[src/rtl/timer_digit_entry_pkg.sv]
// Shared definitions for the keypad digit-entry block: debounce FSM states,
// BCD buffer layout and digit limits.
package timer_digit_entry_pkg;

  typedef enum logic [1:0] {
    ST_IDLE     = 2'd0,
    ST_PRESS_DB = 2'd1,
    ST_HELD     = 2'd2,
    ST_REL_DB   = 2'd3
  } db_state_t;

  localparam int DIGIT_W    = 4;
  localparam int MAX_DIGITS = 4;
  localparam int BCD_W      = DIGIT_W * MAX_DIGITS;

  // Nibble positions inside the MM:SS buffer
  localparam int MIN_TENS_LSB = 12;
  localparam int MIN_ONES_LSB = 8;
  localparam int SEC_TENS_LSB = 4;
  localparam int SEC_ONES_LSB = 0;

  localparam logic [DIGIT_W-1:0] MAX_BCD_DIGIT = 4'd9;

  // Oven-keypad entry: existing digits move one place left, newest lands in seconds-ones.
  function automatic logic [BCD_W-1:0] shift_in_digit(input logic [BCD_W-1:0] bcd,
                                                      input logic [DIGIT_W-1:0] digit);
    logic [BCD_W-1:0] result;
    result = '0;
    result[MIN_TENS_LSB +: DIGIT_W] = bcd[MIN_ONES_LSB +: DIGIT_W];
    result[MIN_ONES_LSB +: DIGIT_W] = bcd[SEC_TENS_LSB +: DIGIT_W];
    result[SEC_TENS_LSB +: DIGIT_W] = bcd[SEC_ONES_LSB +: DIGIT_W];
    result[SEC_ONES_LSB +: DIGIT_W] = digit;
    return result;
  endfunction

endpackage

[src/rtl/timer_digit_entry_key_debouncer.sv]
// Press/release debouncer: qualifies each key press exactly once after the
// level has been stable, and ignores bounces shorter than the debounce window.
module key_debouncer
  import timer_digit_entry_pkg::*;
#(
  parameter int DEBOUNCE_CYCLES = 4,
  parameter int CNT_W           = 3
) (
  input  logic               clk,
  input  logic               reset,
  input  logic               valid_input,
  input  logic [DIGIT_W-1:0] data,
  output logic               press,
  output logic [DIGIT_W-1:0] digit
);

  localparam logic [CNT_W-1:0] CNT_LAST = CNT_W'(DEBOUNCE_CYCLES - 1);

  db_state_t        state_reg, state_next;
  logic [CNT_W-1:0] cnt_reg, cnt_next;

  always_ff @(posedge clk) begin
    if (reset) begin
      state_reg <= ST_IDLE;
      cnt_reg   <= '0;
    end else begin
      state_reg <= state_next;
      cnt_reg   <= cnt_next;
    end
  end

  always_comb begin
    state_next = state_reg;
    cnt_next   = cnt_reg;
    case (state_reg)
      ST_IDLE: begin
        if (valid_input) begin
          state_next = ST_PRESS_DB;
          cnt_next   = '0;
        end
      end
      ST_PRESS_DB: begin
        if (!valid_input)            state_next = ST_IDLE;
        else if (cnt_reg == CNT_LAST) state_next = ST_HELD;
        else                          cnt_next   = cnt_reg + CNT_W'(1);
      end
      ST_HELD: begin
        if (!valid_input) begin
          state_next = ST_REL_DB;
          cnt_next   = '0;
        end
      end
      ST_REL_DB: begin
        if (valid_input)              state_next = ST_HELD;
        else if (cnt_reg == CNT_LAST) state_next = ST_IDLE;
        else                          cnt_next   = cnt_reg + CNT_W'(1);
      end
      default: state_next = ST_IDLE;
    endcase
  end

  // The press is reported on the same cycle the FSM moves into HELD, with the
  // digit code captured from that cycle's data.
  always_comb begin
    press = (state_reg == ST_PRESS_DB) && valid_input && (cnt_reg == CNT_LAST);
    digit = press ? data : '0;
  end

endmodule

[src/rtl/timer_digit_entry.sv]
// Keypad digit entry: debounced digits shift into an MM:SS BCD buffer which is
// handed to the countdown timer through a valid/ready handshake.
module timer_digit_entry
  import timer_digit_entry_pkg::*;
#(
  parameter int DEBOUNCE_CYCLES = 4,
  parameter int CNT_W           = 3
) (
  input  logic               clk,
  input  logic               reset,
  input  logic [DIGIT_W-1:0] data,
  input  logic               valid_input,
  input  logic               clear,
  input  logic               load_req,
  input  logic               time_out_ready,
  output logic [BCD_W-1:0]   time_bcd,
  output logic [2:0]         digit_count,
  output logic               key_accepted,
  output logic               key_rejected,
  output logic [BCD_W-1:0]   time_out,
  output logic               time_out_valid
);

  logic               press;
  logic [DIGIT_W-1:0] press_digit;

  key_debouncer #(
    .DEBOUNCE_CYCLES(DEBOUNCE_CYCLES),
    .CNT_W          (CNT_W)
  ) u_debouncer (
    .clk        (clk),
    .reset      (reset),
    .valid_input(valid_input),
    .data       (data),
    .press      (press),
    .digit      (press_digit)
  );

  logic [BCD_W-1:0] time_bcd_reg, time_bcd_next;
  logic [2:0]       digit_count_reg, digit_count_next;
  logic             key_accepted_reg, key_accepted_next;
  logic             key_rejected_reg, key_rejected_next;
  logic [BCD_W-1:0] time_out_reg, time_out_next;
  logic             time_out_valid_reg, time_out_valid_next;

  logic handshake, load_take, digit_ok;

  always_comb begin
    handshake = time_out_valid_reg && time_out_ready;
    load_take = load_req && (digit_count_reg != 3'd0) && !time_out_valid_reg;
    digit_ok  = (press_digit <= MAX_BCD_DIGIT) && (digit_count_reg < 3'(MAX_DIGITS))
                && !time_out_valid_reg && !load_take;
  end

  always_comb begin
    time_bcd_next       = time_bcd_reg;
    digit_count_next    = digit_count_reg;
    key_accepted_next   = 1'b0;
    key_rejected_next   = 1'b0;
    time_out_next       = time_out_reg;
    time_out_valid_next = time_out_valid_reg;

    if (clear) begin
      time_bcd_next       = '0;
      digit_count_next    = '0;
      time_out_next       = '0;
      time_out_valid_next = 1'b0;
    end else begin
      if (handshake) begin
        time_out_valid_next = 1'b0;
        time_bcd_next       = '0;
        digit_count_next    = '0;
      end else if (load_take) begin
        time_out_next       = time_bcd_reg;
        time_out_valid_next = 1'b1;
      end
      // A press during a pending handoff or a taken load is always rejected.
      if (press) begin
        if (digit_ok) begin
          time_bcd_next     = shift_in_digit(time_bcd_reg, press_digit);
          digit_count_next  = digit_count_reg + 3'd1;
          key_accepted_next = 1'b1;
        end else begin
          key_rejected_next = 1'b1;
        end
      end
    end
  end

  always_ff @(posedge clk) begin
    if (reset) begin
      time_bcd_reg       <= '0;
      digit_count_reg    <= '0;
      key_accepted_reg   <= 1'b0;
      key_rejected_reg   <= 1'b0;
      time_out_reg       <= '0;
      time_out_valid_reg <= 1'b0;
    end else begin
      time_bcd_reg       <= time_bcd_next;
      digit_count_reg    <= digit_count_next;
      key_accepted_reg   <= key_accepted_next;
      key_rejected_reg   <= key_rejected_next;
      time_out_reg       <= time_out_next;
      time_out_valid_reg <= time_out_valid_next;
    end
  end

  assign time_bcd       = time_bcd_reg;
  assign digit_count    = digit_count_reg;
  assign key_accepted   = key_accepted_reg;
  assign key_rejected   = key_rejected_reg;
  assign time_out       = time_out_reg;
  assign time_out_valid = time_out_valid_reg;

endmodule

[config.mk]
export PLATFORM = sky130hd
export DESIGN_NAME = timer_digit_entry
export DESIGN_NICKNAME = d
export VERILOG_FILES = /design/src/rtl/timer_digit_entry_pkg.sv /design/src/rtl/timer_digit_entry_key_debouncer.sv /design/src/rtl/timer_digit_entry.sv
export SDC_FILE = /design/constraint.sdc
export NUM_CORES = 1
export LEC_CHECK = 0
export CORE_ASPECT_RATIO = 1.2
export CORE_UTILIZATION = 30
export CTS_CLUSTER_SIZE = 40
export DETAILED_ROUTE_END_ITERATION = 8
export GPL_ROUTABILITY_DRIVEN = 0
export PLACE_DENSITY = 0.66
export SLEW_MARGIN = 5
export SYNTH_ARGS = -nofsm -noshare
export SYNTH_HDL_FRONTEND = slang
export SYNTH_SLANG_ARGS = --single-unit
[constraint.sdc]
create_clock -name clk -period 1.8 [get_ports clk]
set_input_delay 0.18 -clock clk [delete_from_list [all_inputs] [get_ports clk]]
set_output_delay 0.18 -clock clk [all_outputs]
set_load 0.01 [all_outputs]
==> flow_summary.json, run 1 <==
{
  "timing.critical_path.buf_inv": 1,
  "timing.final.ws_setup_ns": 0.182,
  "cts_post_setup_buffers_inserted": 0,
  "design.core.area_um2": 5370,
  "place_area_um2": 2250,
  "yosys_warnings": 0,
  "synth_compound_area_share_pct": 8.64,
  "number_of_antenna_violations_at_the_first_check_in_global_routing": 0,
  "yosys.area_share.adder_pct": 2.93,
  "placement.io_buffers": 47,
  "post_synthesis_cells": 181,
  "ctsHtreeMaxLevel": 2,
  "power_density_nw_per_um2": 692,
  "max_clock_freq_mhz": 618,
  "finish.instance_area_um2": 2340,
  "synth_simple_gate_area_share_pct": 21.2,
  "setup_viol": 0,
  "power_switching_share_pct": 22.5,
  "critPathMaxFanout": 6,
  "end_kind": "output port",
  "actual_slew_at_the_worst_max_slew_pin_ns": 0.357,
  "floorplan.initialDensity_pct": 31.8,
  "final-instance-count-excl-fill": 296,
  "postSynthAreaPerCell_um2": 9.44,
  "layout.core_utilization_pct": 43.6,
  "fill_cells": 556,
  "power.share.combinational_pct": 4.4,
  "drt_pass1_iterations": 6,
  "cts_buffer_depth": 2,
  "rsz0062_at_grt": "false",
  "finalHoldViolCount": 0,
  "clock_power_share_pct": 36.7,
  "layout_commonest_cell": "clkdlybuf4s50_1",
  "synthesis.area_um2": 1710,
  "synthesis.nets": 195,
  "type_of_the_most_critical_hold_path": "in -> reg",
  "p_int_mw": 1.26,
  "clk_pin_slew_ns": 0.08,
  "main_combinational_cell_family_by_area_after_synthesis": "simple AND/OR/NAND/NOR gates",
  "final_cell_mix": "clkdlybuf4s50_1, dfxtp_1, nor2_1",
  "muxShareOfSynthArea_pct": 9.96,
  "antenna-diode-count": 0,
  "synth_cell_type_count": 28,
  "static-leakage-power_nw": 0.793,
  "dp_hpwl_mm": 2.52,
  "post-synth-top-area-fraction_pct": 50.4,
  "worst_path_max_stage_delay_ns": 0.61,
  "sequential_cell_area_um2": 862,
  "outcome": "complete, no violations",
  "num_rows": 29,
  "critical_path.slowest_cell": "clkdlybuf4s50_1",
  "critical_path.startpoint_type": "flop",
  "final_max_slew_viol_count": 0,
  "route.detailed.drc": 0,
  "first_iter_violations": 52,
  "final.period_utilization_pct": 89.9,
  "critical_setup_path_kind": "reg -> out",
  "netSwitchingPower_mw": 0.364,
  "fin_crit_ns": 1.62,
  "synth_top_cell_by_area": "dfxtp_1",
  "layout.nets": 247,
  "multi_input_gate_area_in_the_final_layout_um2": 753,
  "cp_data_arrival_time_ns": 1.44,
  "timing.setup.tns_ns": 0,
  "synth_seq_area_share_pct": 50.4,
  "wl_per_cell_um": 12.0,
  "root_buffer": "clkbuf_8",
  "grt_overflow": 0,
  "die_area_um2": 6000,
  "vias": 1394,
  "total_power_of_the_final_layout_mw": 1.62,
  "worstPathCellList": "clkdlybuf4s50_1",
  "timing.max_slew.rel_slack_pct": 76.2,
  "critical_path_required_ns": 1.62,
  "grt_max_degree": 37,
  "sequentialPowerShare_pct": 58.9,
  "ant_nets": 0,
  "place_ws_ns": 0.101,
  "synth_xor_xnor_area_share_pct": 1.02,
  "power.ir.vdd_worst_uv": 331,
  "grt_pass1_vias": 1259,
  "path_delay_family": "buffers and inverters",
  "die_height_um": 84.7,
  "clk-insertion-delay-late_ns": 0.29,
  "hold_slack_ns": 0.461,
  "cts.sink_count": 43,
  "yosys_register_bits": 43,
  "num_io_pins": 48,
  "cts_buffers": 5,
  "route.final.wire_length_mm": 3.56,
  "tritoncts": "yes",
  "numPlacedInstances": 288,
  "layout-drive-gt1-share_pct": 9.40,
  "die-width_um": 70.9,
  "track_usage_pct": 12.5,
  "hold_buffers": 0,
  "max-cap-violations": 0,
  "syn2layout_area_growth_pct": 37.1,
  "yosys-top-cells-area": "dfxtp_1, mux2i_1, nand3_1",
  "skew_ns": 0.00300,
  "routed_via_density": 4.71,
  "grt_pass1_wl_mm": 5.85
}
## power by group through the flow
stage               Combinational (mW)  Clock [mW]  Sequential, mW
global placement                0.0707           0           0.977
CTS                             0.0720       0.621           0.954
global route                    0.0769       0.667           0.955
detailed placement              0.0722           0           0.977
floorplan                       0.0362           0           0.976
finish                          0.0713       0.596           0.954
## area by class of cell
| cell class | count | share of cell area, % |
|---|---|---|
| clock buffers | 6 | 3.10 |
| clock inverters | 2 | 0.534 |
| inverters | 5 | 0.801 |
| multi-input cells | 123 | 32.1 |
| flip-flops and latches | 43 | 36.8 |
| well taps | 62 | 3.31 |
| repair buffers | 55 | 23.3 |
## cell usage after synthesis
master    count
xor2_1        2
and3b_1       1
dfxtp_1      43
nor2b_1       1
inv_1         5
and3_1        2
nor2_1       24
or2_4         1
mux2i_1      17
a32oi_1       1
a21oi_1       2
o31ai_1       1
nor2_2        1
nand4_4       1
a22oi_1       2
buf_6         2
nor3b_2       1
ha_1          4
o21ai_0      15
and4b_2       1
a21oi_4       1
o21ai_1       3
buf_12        1
nand2b_1      1
nand3_1      19
buf_2         5
nand2_1      22
buf_4         2
## repair_timing
action                                  in CTS  in global routing
endpoints found under the hold margin        0                  0
endpoints found under the setup margin       0                  1
gates resized for setup                      0                  2
## routing by layer
metal  GRT usage [%]  routed length, um  vias up
li1                -                  -      715
met1            15.2               1660      636
met2            20.5               1660       37
met3            3.12                160        6
met4            6.00                 72        0
met5               0                  0        -
## logic make-up after synthesis
group | Yosys count
xor+xnor | 2
flops | 43
fa+ha+maj | 4
simple gates | 75
buf+inv | 15
compound gates | 25
mux | 17
## final timing paths
kind	slack [ns]	depth (start not counted)	startpoint	endpoint
max	0.18	1	time_out_valid	time_out_valid
min	0.46	3	data[0]	time_bcd[0]
max reg2reg	0.19	7	digit_count[1]	time_out[15]
min reg2reg	0.48	2	time_bcd[12]	time_bcd[12]
(Power assumes the default switching activity.)
==> inputs of run 2 (changes only) <==
==> constraint.sdc (replaced) <==
create_clock -name clk -period 1.96 [get_ports clk]
set_input_delay 0.196 -clock clk [delete_from_list [all_inputs] [get_ports clk]]
set_output_delay 0.196 -clock clk [all_outputs]
set_load 0.01 [all_outputs]
==> run 2 against run 1 <==
Net effect:
- non-clock buffer count is 4 lower
- global-route usage is 0.26 points higher
- worst setup slack better by 0.10 ns
- sequential share of layout area hardly changed
- clock skew is 0.0028 ns higher
- sequential power is 8.2% lower
- critical path depth is 6 higher
- wire length is 2.4% lower
- largest cell class unchanged
==> flow_summary.json, run 2 (synthesis gave the netlist of run 1 again) <==
{
  "outcome": "complete, no violations",
  "timing.max_slew.rel_slack_pct": 68.2,
  "clk-insertion-delay-late_ns": 0.29,
  "cp_data_arrival_time_ns": 1.89,
  "final_cell_mix": "clkdlybuf4s50_1, dfxtp_1, nor2_1",
  "critical_path.reg2reg.endpoint": "time_bcd[6]",
  "worst_path_max_stage_delay_ns": 0.33,
  "number_of_cells_on_the_critical_path": 7,
  "sequential_cell_area_um2": 861,
  "cts_post_setup_buffers_inserted": 0,
  "final.period_utilization_pct": 85.4,
  "drt_pass1_iterations": 6,
  "cts.sink_count": 43,
  "power_density_nw_per_um2": 706,
  "vias": 1357,
  "fin_crit_ns": 1.67,
  "critical_path.startpoint_type": "flop",
  "syn2layout_area_growth_pct": 37.0,
  "die_area_um2": 6000,
  "skew_ns": 0.00578,
  "r2r_start": "u_debouncer.cnt_reg[0]",
  "critical_path_required_ns": 2.18,
  "timing.setup.tns_ns": 0,
  "design.core.area_um2": 5370,
  "worstPathCellList": "ha_1 > ha_1 > and4b_2 > nand4_4 > buf_4 > nand3_1 > o21ai_0",
  "grt_max_degree": 37,
  "path_delay_family": "simple AND/OR/NAND/NOR gates",
  "multi_input_gate_area_in_the_final_layout_um2": 753,
  "ant_nets": 0,
  "track_usage_pct": 12.7,
  "grt_pass1_wl_mm": 6.01,
  "num_rows": 29,
  "finish.instance_area_um2": 2340,
  "grt_overflow": 0,
  "timing.final.ws_setup_ns": 0.286,
  "cp-startpoint": "u_debouncer.cnt_reg[0]",
  "first_iter_violations": 34,
  "hold_buffers": 0,
  "layout.nets": 243,
  "cts_buffers": 5,
  "hold_slack_ns": 0.462,
  "die-width_um": 70.9,
  "max-cap-violations": 0,
  "number_of_antenna_violations_at_the_first_check_in_global_routing": 0,
  "layout-drive-gt1-share_pct": 7.83,
  "floorplan.initialDensity_pct": 31.8,
  "rrSetupSlack_ns": 0.29,
  "dp_hpwl_mm": 2.37,
  "clk_pin_slew_ns": 0.08,
  "fill_cells": 541,
  "placement.io_buffers": 47,
  "wl_per_cell_um": 11.9,
  "num_io_pins": 48,
  "layout.core_utilization_pct": 43.6,
  "tritoncts": "yes",
  "static-leakage-power_nw": 0.788,
  "die_height_um": 84.7,
  "root_buffer": "clkbuf_8",
  "finalHoldViolCount": 0,
  "timing.critical_path.buf_inv": 1,
  "actual_slew_at_the_worst_max_slew_pin_ns": 0.475,
  "type_of_the_most_critical_hold_path": "in -> reg",
  "critical_setup_path_kind": "reg -> reg",
  "route.final.wire_length_mm": 3.47,
  "power.ir.vdd_worst_uv": 278,
  "max_clock_freq_mhz": 597,
  "critPathMaxFanout": 36,
  "cp-endpoint": "time_bcd[6]",
  "critical_path.slowest_cell": "dfxtp_1",
  "cts_buffer_depth": 2,
  "grt_pass1_vias": 1259,
  "end_kind": "flop",
  "final_max_slew_viol_count": 0,
  "ff_to_ff_path_depth": 7,
  "layout_commonest_cell": "clkdlybuf4s50_1",
  "route.detailed.drc": 0,
  "routed_via_density": 4.65,
  "ctsHtreeMaxLevel": 2,
  "place_area_um2": 2220,
  "rsz0062_at_grt": "false",
  "antenna-diode-count": 0,
  "place_ws_ns": 0.234,
  "post_cts_resize_count": 0,
  "crit_top_cell": "ha_1",
  "setup_viol": 0
}
-- run 2: final cells by class --
| class | count | share of cell area [%] |
|---|---|---|
| multi-input combinational | 123 | 32.2 |
| tap | 62 | 3.31 |
| clock buffer | 6 | 3.53 |
| inverter | 5 | 0.802 |
| sequential | 43 | 36.8 |
| clock inverter | 2 | 1.50 |
| timing repair buffer | 51 | 21.9 |
-- run 2: per-layer routing --
| metal | up-vias | share of wire (%) | track usage, % |
|---|---|---|---|
| li1 | 707 | - | - |
| met1 | 608 | 48 | 16.3 |
| met2 | 36 | 45 | 19.2 |
| met3 | 6 | 4.7 | 3.84 |
| met4 | 0 | 2.3 | 6.55 |
| met5 | - | 0 | 0 |
-- run 2: tightest hold or removal path: stages --
cell,delay [ns]
clkdlybuf4s50_1,0.40
nand2_1,0.05
o21ai_0,0.06
-- run 2: through the flow --
step | power, mW | instances
after floorplan | 0.930 | 181
after global placement | 0.957 | 284
after detailed placement | 0.958 | 284
after CTS | 1.67 | 292
after global routing | 1.72 | 292
final | 1.65 | 292
-- run 2: power by group --
| group | internal (mW) | switching (mW) |
|---|---|---|
| Combinational | 0.0266 | 0.0335 |
| Clock | 0.412 | 0.304 |
| Sequential | 0.875 | 0.00157 |
| Total | 1.31 | 0.339 |
-- run 2: how the worst min path moves through the flow --
stage,start,endpoint,cells past startpoint
detailed placement,flop,flop,2
finish,data[0],time_bcd[0],3
CTS,data[0],time_bcd[0],3
global route,data[2],time_bcd[2],3
floorplan,data[0],time_bcd[0],2
global placement,flop,flop,2
